--- src/rtl/sig_mag_thr_sched.sv ---
// Adaptive magnitude-threshold scheduler for NCH sign/magnitude quantizer slices.
// Counts mag hits per window, then steps each channel's threshold with one shared unit.
module sig_mag_thr_sched #(
    parameter int               NCH      = 4,
    parameter int               THR_W    = 13,
    parameter int               CNT_W    = 10,
    parameter logic [THR_W-1:0] THR_INIT = '0,
    parameter int               TOL      = 8
) (
    input  logic                    clk,
    input  logic                    reset,
    input  logic [NCH-1:0]          mag,
    input  logic [1:0]              mode,
    input  logic [CNT_W:0]          target,
    input  logic [$clog2(NCH)-1:0]  man_ch,
    input  logic [THR_W-1:0]        man_thr,
    input  logic                    man_load,
    output logic [NCH*THR_W-1:0]    thr_out,
    output logic [NCH-1:0]          lock,
    output logic                    upd_done
);

    localparam int CH_W = $clog2(NCH);
    localparam logic [CH_W-1:0] LAST_CH = CH_W'(NCH - 1);
    localparam logic [CH_W:0]   NCH_L   = (CH_W+1)'(NCH);
    localparam logic [CNT_W:0]  TOL_L   = (CNT_W+1)'(TOL);

    typedef enum logic [1:0] {IDLE, UPD, DONE} state_t;

    state_t          state_q, state_d;
    logic [CH_W-1:0] ch_q, ch_d;
    logic [CNT_W-1:0] win_cnt;
    logic            term;

    logic [CNT_W:0]   hits     [NCH];
    logic [CNT_W:0]   snap     [NCH];
    logic [THR_W-1:0] thr      [NCH];
    logic [1:0]       lock_cnt [NCH];

    logic [CNT_W:0]   cur_snap;
    logic [THR_W-1:0] cur_thr;
    logic [THR_W-1:0] unit_thr;
    logic [CNT_W:0]   diff;
    logic             gt, lt, in_tol;
    logic             man_wr;
    logic             auto_wr;

    assign term = &win_cnt;

    always_ff @(posedge clk or posedge reset) begin
        if (reset) begin
            win_cnt <= '0;
            state_q <= IDLE;
            ch_q    <= '0;
        end else begin
            win_cnt <= win_cnt + 1'b1;
            state_q <= state_d;
            ch_q    <= ch_d;
        end
    end

    always_comb begin
        state_d  = state_q;
        ch_d     = ch_q;
        upd_done = 1'b0;
        unique case (state_q)
            IDLE: begin
                if (term) begin
                    state_d = UPD;
                    ch_d    = '0;
                end
            end
            UPD: begin
                if (ch_q == LAST_CH) begin
                    state_d = DONE;
                end else begin
                    ch_d = ch_q + 1'b1;
                end
            end
            DONE: begin
                upd_done = 1'b1;
                // A back-to-back window can close while DONE is still showing
                if (term) begin
                    state_d = UPD;
                    ch_d    = '0;
                end else begin
                    state_d = IDLE;
                end
            end
            default: state_d = IDLE;
        endcase
    end

    // Shared compare/step unit, time-multiplexed over the channels
    always_comb begin
        cur_snap = snap[ch_q];
        cur_thr  = thr[ch_q];
        gt       = cur_snap > target;
        lt       = cur_snap < target;
        diff     = gt ? (cur_snap - target) : (target - cur_snap);
        in_tol   = diff <= TOL_L;
        unit_thr = cur_thr;
        if (gt && (cur_thr != '1)) begin
            unit_thr = cur_thr + 1'b1;
        end else if (lt && (cur_thr != '0)) begin
            unit_thr = cur_thr - 1'b1;
        end
    end

    assign man_wr  = man_load && (mode == 2'd2) && ({1'b0, man_ch} < NCH_L);
    assign auto_wr = (state_q == UPD) && (mode == 2'd0);

    for (genvar k = 0; k < NCH; k++) begin : g_ch
        localparam logic [CH_W-1:0] KI = CH_W'(k);
        logic sel;

        assign sel = (state_q == UPD) && (ch_q == KI);

        always_ff @(posedge clk or posedge reset) begin
            if (reset) begin
                hits[k] <= '0;
                snap[k] <= '0;
            end else if (term) begin
                snap[k] <= hits[k] + (CNT_W+1)'(mag[k]);
                hits[k] <= '0;
            end else begin
                hits[k] <= hits[k] + (CNT_W+1)'(mag[k]);
            end
        end

        always_ff @(posedge clk or posedge reset) begin
            if (reset) begin
                thr[k] <= THR_INIT;
            end else if (man_wr && (man_ch == KI)) begin
                thr[k] <= man_thr;
            end else if (auto_wr && sel) begin
                thr[k] <= unit_thr;
            end
        end

        always_ff @(posedge clk or posedge reset) begin
            if (reset) begin
                lock_cnt[k] <= '0;
            end else if (sel) begin
                if (in_tol) begin
                    lock_cnt[k] <= (lock_cnt[k] == 2'd3) ? 2'd3 : lock_cnt[k] + 2'd1;
                end else begin
                    lock_cnt[k] <= '0;
                end
            end
        end

        assign thr_out[k*THR_W +: THR_W] = thr[k];
        assign lock[k] = &lock_cnt[k];
    end

endmodule

--- config.mk ---
export PLATFORM = sky130hd
export DESIGN_NAME = sig_mag_thr_sched
export DESIGN_NICKNAME = d
export VERILOG_FILES = /design/src/rtl/sig_mag_thr_sched.sv
export SDC_FILE = /design/constraint.sdc
export NUM_CORES = 1
export LEC_CHECK = 0
export BUFFER_PORTS_ARGS = -buffer_cell sky130_fd_sc_hd__buf_2
export CAP_MARGIN = 20
export CORE_ASPECT_RATIO = 0.6
export CORE_UTILIZATION = 45
export CTS_CLUSTER_SIZE = 16
export DETAILED_ROUTE_END_ITERATION = 7
export SYNTH_ARGS = -nofsm -noshare
export SYNTH_HDL_FRONTEND = slang
export SYNTH_SLANG_ARGS = --single-unit
--- constraint.sdc ---
create_clock -name clk -period 8.28 [get_ports clk]
set_clock_uncertainty 0.2 [all_clocks]
set_input_delay 1.656 -clock clk [delete_from_list [all_inputs] [get_ports clk]]
set_output_delay 1.656 -clock clk [all_outputs]
set_load 0.1 [all_outputs]
-- Word-level counts from Yosys, hierarchy flattened
Cells that the tools add are included.
- output and inout port bits: 57
- flip-flop bits (word level): 162
- logic and storage cells: 127
- input bits: 35
- bitwise logic cells: 1
- mux-type cells: 37
- reduce and logical (&&, ||, !) cells: 34
- magnitude comparators: 4
- equality and inequality tests: 18
- $add $sub $neg: 14
- operator list (operator ; number):
    13-bit two-way mux ; 12
    11-bit two-way mux ; 7
    11-bit by 1-bit adder with 11-bit output ; 4
    13-bit binary-select mux with 2-bit select ; 1
    2-bit two-way mux ; 12
    11-bit binary-select mux with 2-bit select ; 1
    11-bit subtractor ; 2
    2-bit == test (second input constant) ; 10
    1-bit logical AND ; 16
    13-bit by 1-bit adder with 13-bit output (second input constant) ; 1
    13-bit != test (second input constant) ; 1
    13-bit nonzero test ; 1
    13-bit by 1-bit subtractor with 13-bit output (second input constant) ; 1
    11-bit greater-than comparator ; 1
    11-bit by 4-bit less-or-equal comparator with 1-bit output (second input constant) ; 1
    11-bit < comparator ; 1
    10-bit by 1-bit adder with 10-bit output (second input constant) ; 1
    2-bit by 1-bit adder with 2-bit output (second input constant) ; 5
    10-bit AND reduction ; 1
    2-bit AND reduction ; 5
    2-bit nonzero test ; 5
    2-bit logical NOT ; 4
    2-bit by 1-bit == test with 1-bit output (second input constant) ; 3
    2-bit case mux with 3 select lines ; 1
    8 further kinds ; 11

-- Depth between registers and ports, before layout
- word-level depth: 10
- gate-level depth with buffers: 15
- gate-level depth less buffers: 12

-- Worst setup path after synthesis
No wires, ideal clock.
- path type: reg-to-reg
- start point: register ch_q[0]
- end point: register lock_cnt[4] (netlist name)
- required time: 7970 ps
- setup slack: 3822 ps
- stages on the path, launching flop included: 15
- data arrival time: 4147 ps
- path buffers: 4
- period minus slack after synthesis: 4458 ps
- cell sequence: dfrtp_1 buf_6 buf_6 buf_1 mux4_2 ha_1 buf_4 nand3_1 or4_1 and4_1 a21oi_1 a21oi_1 a211oi_1 o2111ai_2 o41ai_1
- longest elaborated chain between the ends: 8
- elaborated cells on any way between the ends: 12
- classes of those cells: add/sub (2); order compare (2); eq/ne (1); mux (5); bitwise (1); reduce/logical (1)
- RTL lines (element ; RTL line ; source):
    from (decl) ; 31 ; logic [CH_W-1:0] ch_q, ch_d;
    from (signal assigned) ; 58 ; ch_q <= ch_d;
    2-bit NOT with 3-bit output (implied by the code) ; 96 ; cur_snap = snap[ch_q];
    11-bit binary-select mux with 2-bit select ; 96 ;
    11-bit two-way mux (implied by the code) (2 in series) ; 96 ;
    11-bit subtractor / 11-bit greater-than comparator (equally long branches) ; 100, 98 ;
    11-bit two-way mux ; 100 ; diff = gt ? (cur_snap - target) : (target - cur_snap);
    11-bit by 4-bit less-or-equal comparator with 1-bit output ; 101 ; in_tol = diff <= TOL_L;
    2-bit two-way mux ; 145 ; if (in_tol) begin
    to (signal, indexed assignment) ; 146 ; lock_cnt[k] <= (lock_cnt[k] == 2'd3) ? 2'd3 : lock_cnt[k] + 2'd1;
    to (decl) ; 38 ; logic [1:0] lock_cnt [NCH];
Several ways; a longest one is shown, not always the timed one. The select of a mux whose other input is x is not followed.
A chain may end at the register's enable or synchronous reset.

-- Worst setup path in the final report
Same ends and word-level chain as after synthesis.

==> impl_metrics.tcl <==
set metrics [dict create \
    outcome "finished clean" \
    synth-main-ff-cell "dfrtp_1" \
    synthAdderAreaFrac 0.0552 \
    syn_avg_cell_area_um2 10.2 \
    synthCells 874 \
    cts_tree "built" \
    yosysSeqAreaShare 0.457 \
    first_global_vias 6608 \
    cts.clk_slew.worst_paths_ns 0.07 \
    multi_input_comb_area_mm2 0.00453 \
    cts_root_buffer "clkbuf_16" \
    finalMaxSlewViolations 0 \
    ff2ff_setup_slack_ns 3.20 \
    clock_latency_ns 0.45 \
    synth_compound_gate_area_share 0.170 \
    diodes 0 \
    max-slew-margin-rel 0.263 \
    place_congestion 0.877 \
    ys_warn_count 0 \
    grt_max_degree 91 \
    worstMarginPinSlew_ns 1.10 \
    synth_top_family_by_area "compound AO/OA/AOI/OAI gates" \
    grt_antenna_before_repair 0 \
    drt_iter0_markers 689 \
    hold_path_class "reg -> reg" \
    clock_sinks 162 \
    post_cts_buffers 0 \
    first_pass_iters 5 \
    die_w_um 183 \
    synth_xor_area_frac 0.0600 \
    period_minus_slack_ns 5.08 \
    min_to "win_cnt[8]$_DFF_PP0_" \
    peakVddDrop_v 0.000144 \
    hold_viol_final 0 \
    yosys-top-cells-area "dfrtp_1 (46%), mux4_2 (6.1%), ha_1 (5.1%), a22oi_1 (4.7%), o21ai_0 (4.5%)" \
    postCtsHoldBufs 0 \
    synth_area_mm2 0.00888 \
    muxShareOfSynthArea 0.0755 \
    synth.most_common_cell "dfrtp_1" \
    p_leak_nw 4.64 \
    drive_gt1_frac 0.192 \
    wl_mm 23.9 \
    cts_buffers 17 \
    cts_resized 0 \
    crit_chain "mux4_2 -> ha_1 -> nand4_1 -> nor2_1 -> o21ai_1 -> a21oi_1 -> nand4b_1 -> a311oi_1 -> o2111ai_2 -> o41ai_1" \
    dieArea_mm2 0.0203 \
    drv_cap 0 \
    worstSetupPathType "reg -> reg" \
    wl_per_cell_um 19.4 \
    setup_tns_ns 0 \
    yosysUniqueCellTypes 66 \
    hold_path.startpoint "win_cnt[8]$_DFF_PP0_" \
    synth_edf_count 0 \
    fill_cells 1745 \
    start_util 0.463 \
    cp.arrival_ns 5.21 \
    total_power_mw 2.63 \
    required_ns 8.41 \
    synth-seq-cells 162 \
    vias 7179 \
    rows 39 \
    clk_path_buf_depth 2 \
    core_mm2 0.0192 \
    grt_util_all_layers 0.249 \
    layout_worst_path_cycle_share 0.614 \
    fin_nets 1025 \
    reg2reg_to "lock_cnt[4]$_DFFE_PP0P_" \
    cp-end-kind "flop" \
    cellPowerDensity_mw_per_mm2 260 \
    rsz0062_at_grt "no" \
    drc 0 \
    critPathBufInv 0 \
    synth.largest_area_cell "dfrtp_1" \
    finalSetupViolations 0 \
    gr-total-overflow 0 \
    seqCellArea_mm2 0.00406 \
    avgViaCountPerCell 5.83 \
    synth.net_count 947 \
    r2r_start "ch_q[0]$_DFFE_PP0P_" \
    synth-async-reset-ratio 1.00 \
    cp.depth 10 \
    grt_pass1_wl_mm 38.2 \
    netlist.area_leader.share 0.457 \
    areaGrowthSynthToFinish_pct 14.2 \
    synth_commonest_cells "dfrtp_1 (162), o21ai_0 (80), nand2_1 (74)" \
    dp_hpwl_mm 17.1 \
    io_pins 92 \
    reg2reg_depth 10 \
    portBuffers 91 \
    die_h_um 111 \
    synth-simple-area-share 0.145 \
    cpPeakStageDelay_ns 1.04 \
    crit_family "compound AO/OA/AOI/OAI gates" \
    ant_nets 0 \
    start_kind "flop" \
    slowest_stage "dfrtp_2" \
    fmax_ghz 0.197 \
    cts-htree-levels 4 \
    worstPathMaxFanout 28 \
    hold_depth 1 \
]
-- final cells by class --
type,count,area share
Inverter,39,0.0149
Sequential cell,162,0.400
Clock buffer,17,0.0420
Clock inverter,15,0.0122
Timing Repair Buffer,100,0.0516
Multi-Input combinational cell,632,0.446
Tap cell,266,0.0328
-- sequential cells by signal, indices dropped and copies added, names as in the netlist --
name / flops
ch_q: 2
snap: 44
win_cnt: 10
thr_out: 52
state_q: 2
lock_cnt: 8
hits: 44
-- kinds of logic after synthesis --
logic type	Yosys count
AND/OR/NAND/NOR	262
AO/OA/AOI/OAI	236
flip-flops	162
buffers and inverters	80
XOR/XNOR	60
adder cells (fa/ha/maj)	38
multiplexers	36
-- cell usage in the layout (no fill, tap or decap), drive strengths merged, types with 4 or more instances in the layout --
cell type and count:
clkinv 4, buf 100, xor2 37, a22oi 56, clkinvlp 5, clkbuf 17
mux2 8, xnor2 23, nor2 71, and3 17, a21oi 22, nor4 4
and2 16, dfrtp 162, and4 7, nand4 7, a211oi 4, mux4 24
mux2i 4, o31ai 8, ha 36, nor3b 4, nand2b 7, nand3 38
nand2 74, nor2b 7, inv 45, o21ai 102, a31oi 12
-- worst max path at each step --
stage                              from  slack (ns)                       to
floorplan                         reset        2.05      ch_q[0]$_DFFE_PP0P_
global placement              target[4]        3.23  lock_cnt[4]$_DFFE_PP0P_
detailed placement            target[4]        3.16  lock_cnt[4]$_DFFE_PP0P_
CTS                 ch_q[0]$_DFFE_PP0P_        3.25  lock_cnt[4]$_DFFE_PP0P_
global route        ch_q[0]$_DFFE_PP0P_        2.80  lock_cnt[4]$_DFFE_PP0P_
finish              ch_q[0]$_DFFE_PP0P_        3.20  lock_cnt[4]$_DFFE_PP0P_
-- power breakdown --
part / leakage (nW) / internal, mW / switching (mW)
clock: 0.255 / 0.390 / 0.365
combinational: 2.49 / 0.207 / 0.658
sequential: 1.89 / 0.910 / 0.105
total: 4.64 / 1.51 / 1.13
-- layer usage --
layer	vias up	routed length [um]	GRT usage
li1	3310	-	-
met1	3523	12700	0.416
met2	323	8800	0.298
met3	23	2120	0.0762
met4	0	217	0.0589
met5	-	0	0
-- per-stage QoR --
stage          cell area (um2)  hold WS [ns]  instances  utilization  setup WS, ns
3_5_place_dp              9590         0.263       1199        0.500          3.16
2_1_floorplan             8880         0.238        874            -          2.05
6_report                 10100         0.270       1231        0.529          3.20
4_1_cts                  10100         0.278       1231        0.529          3.25
3_3_place_gp              9590         0.256       1199        0.500          3.23
5_1_grt                  10100         0.299       1231        0.529          2.80
Note: power is estimated with default switching activity, not from simulation.
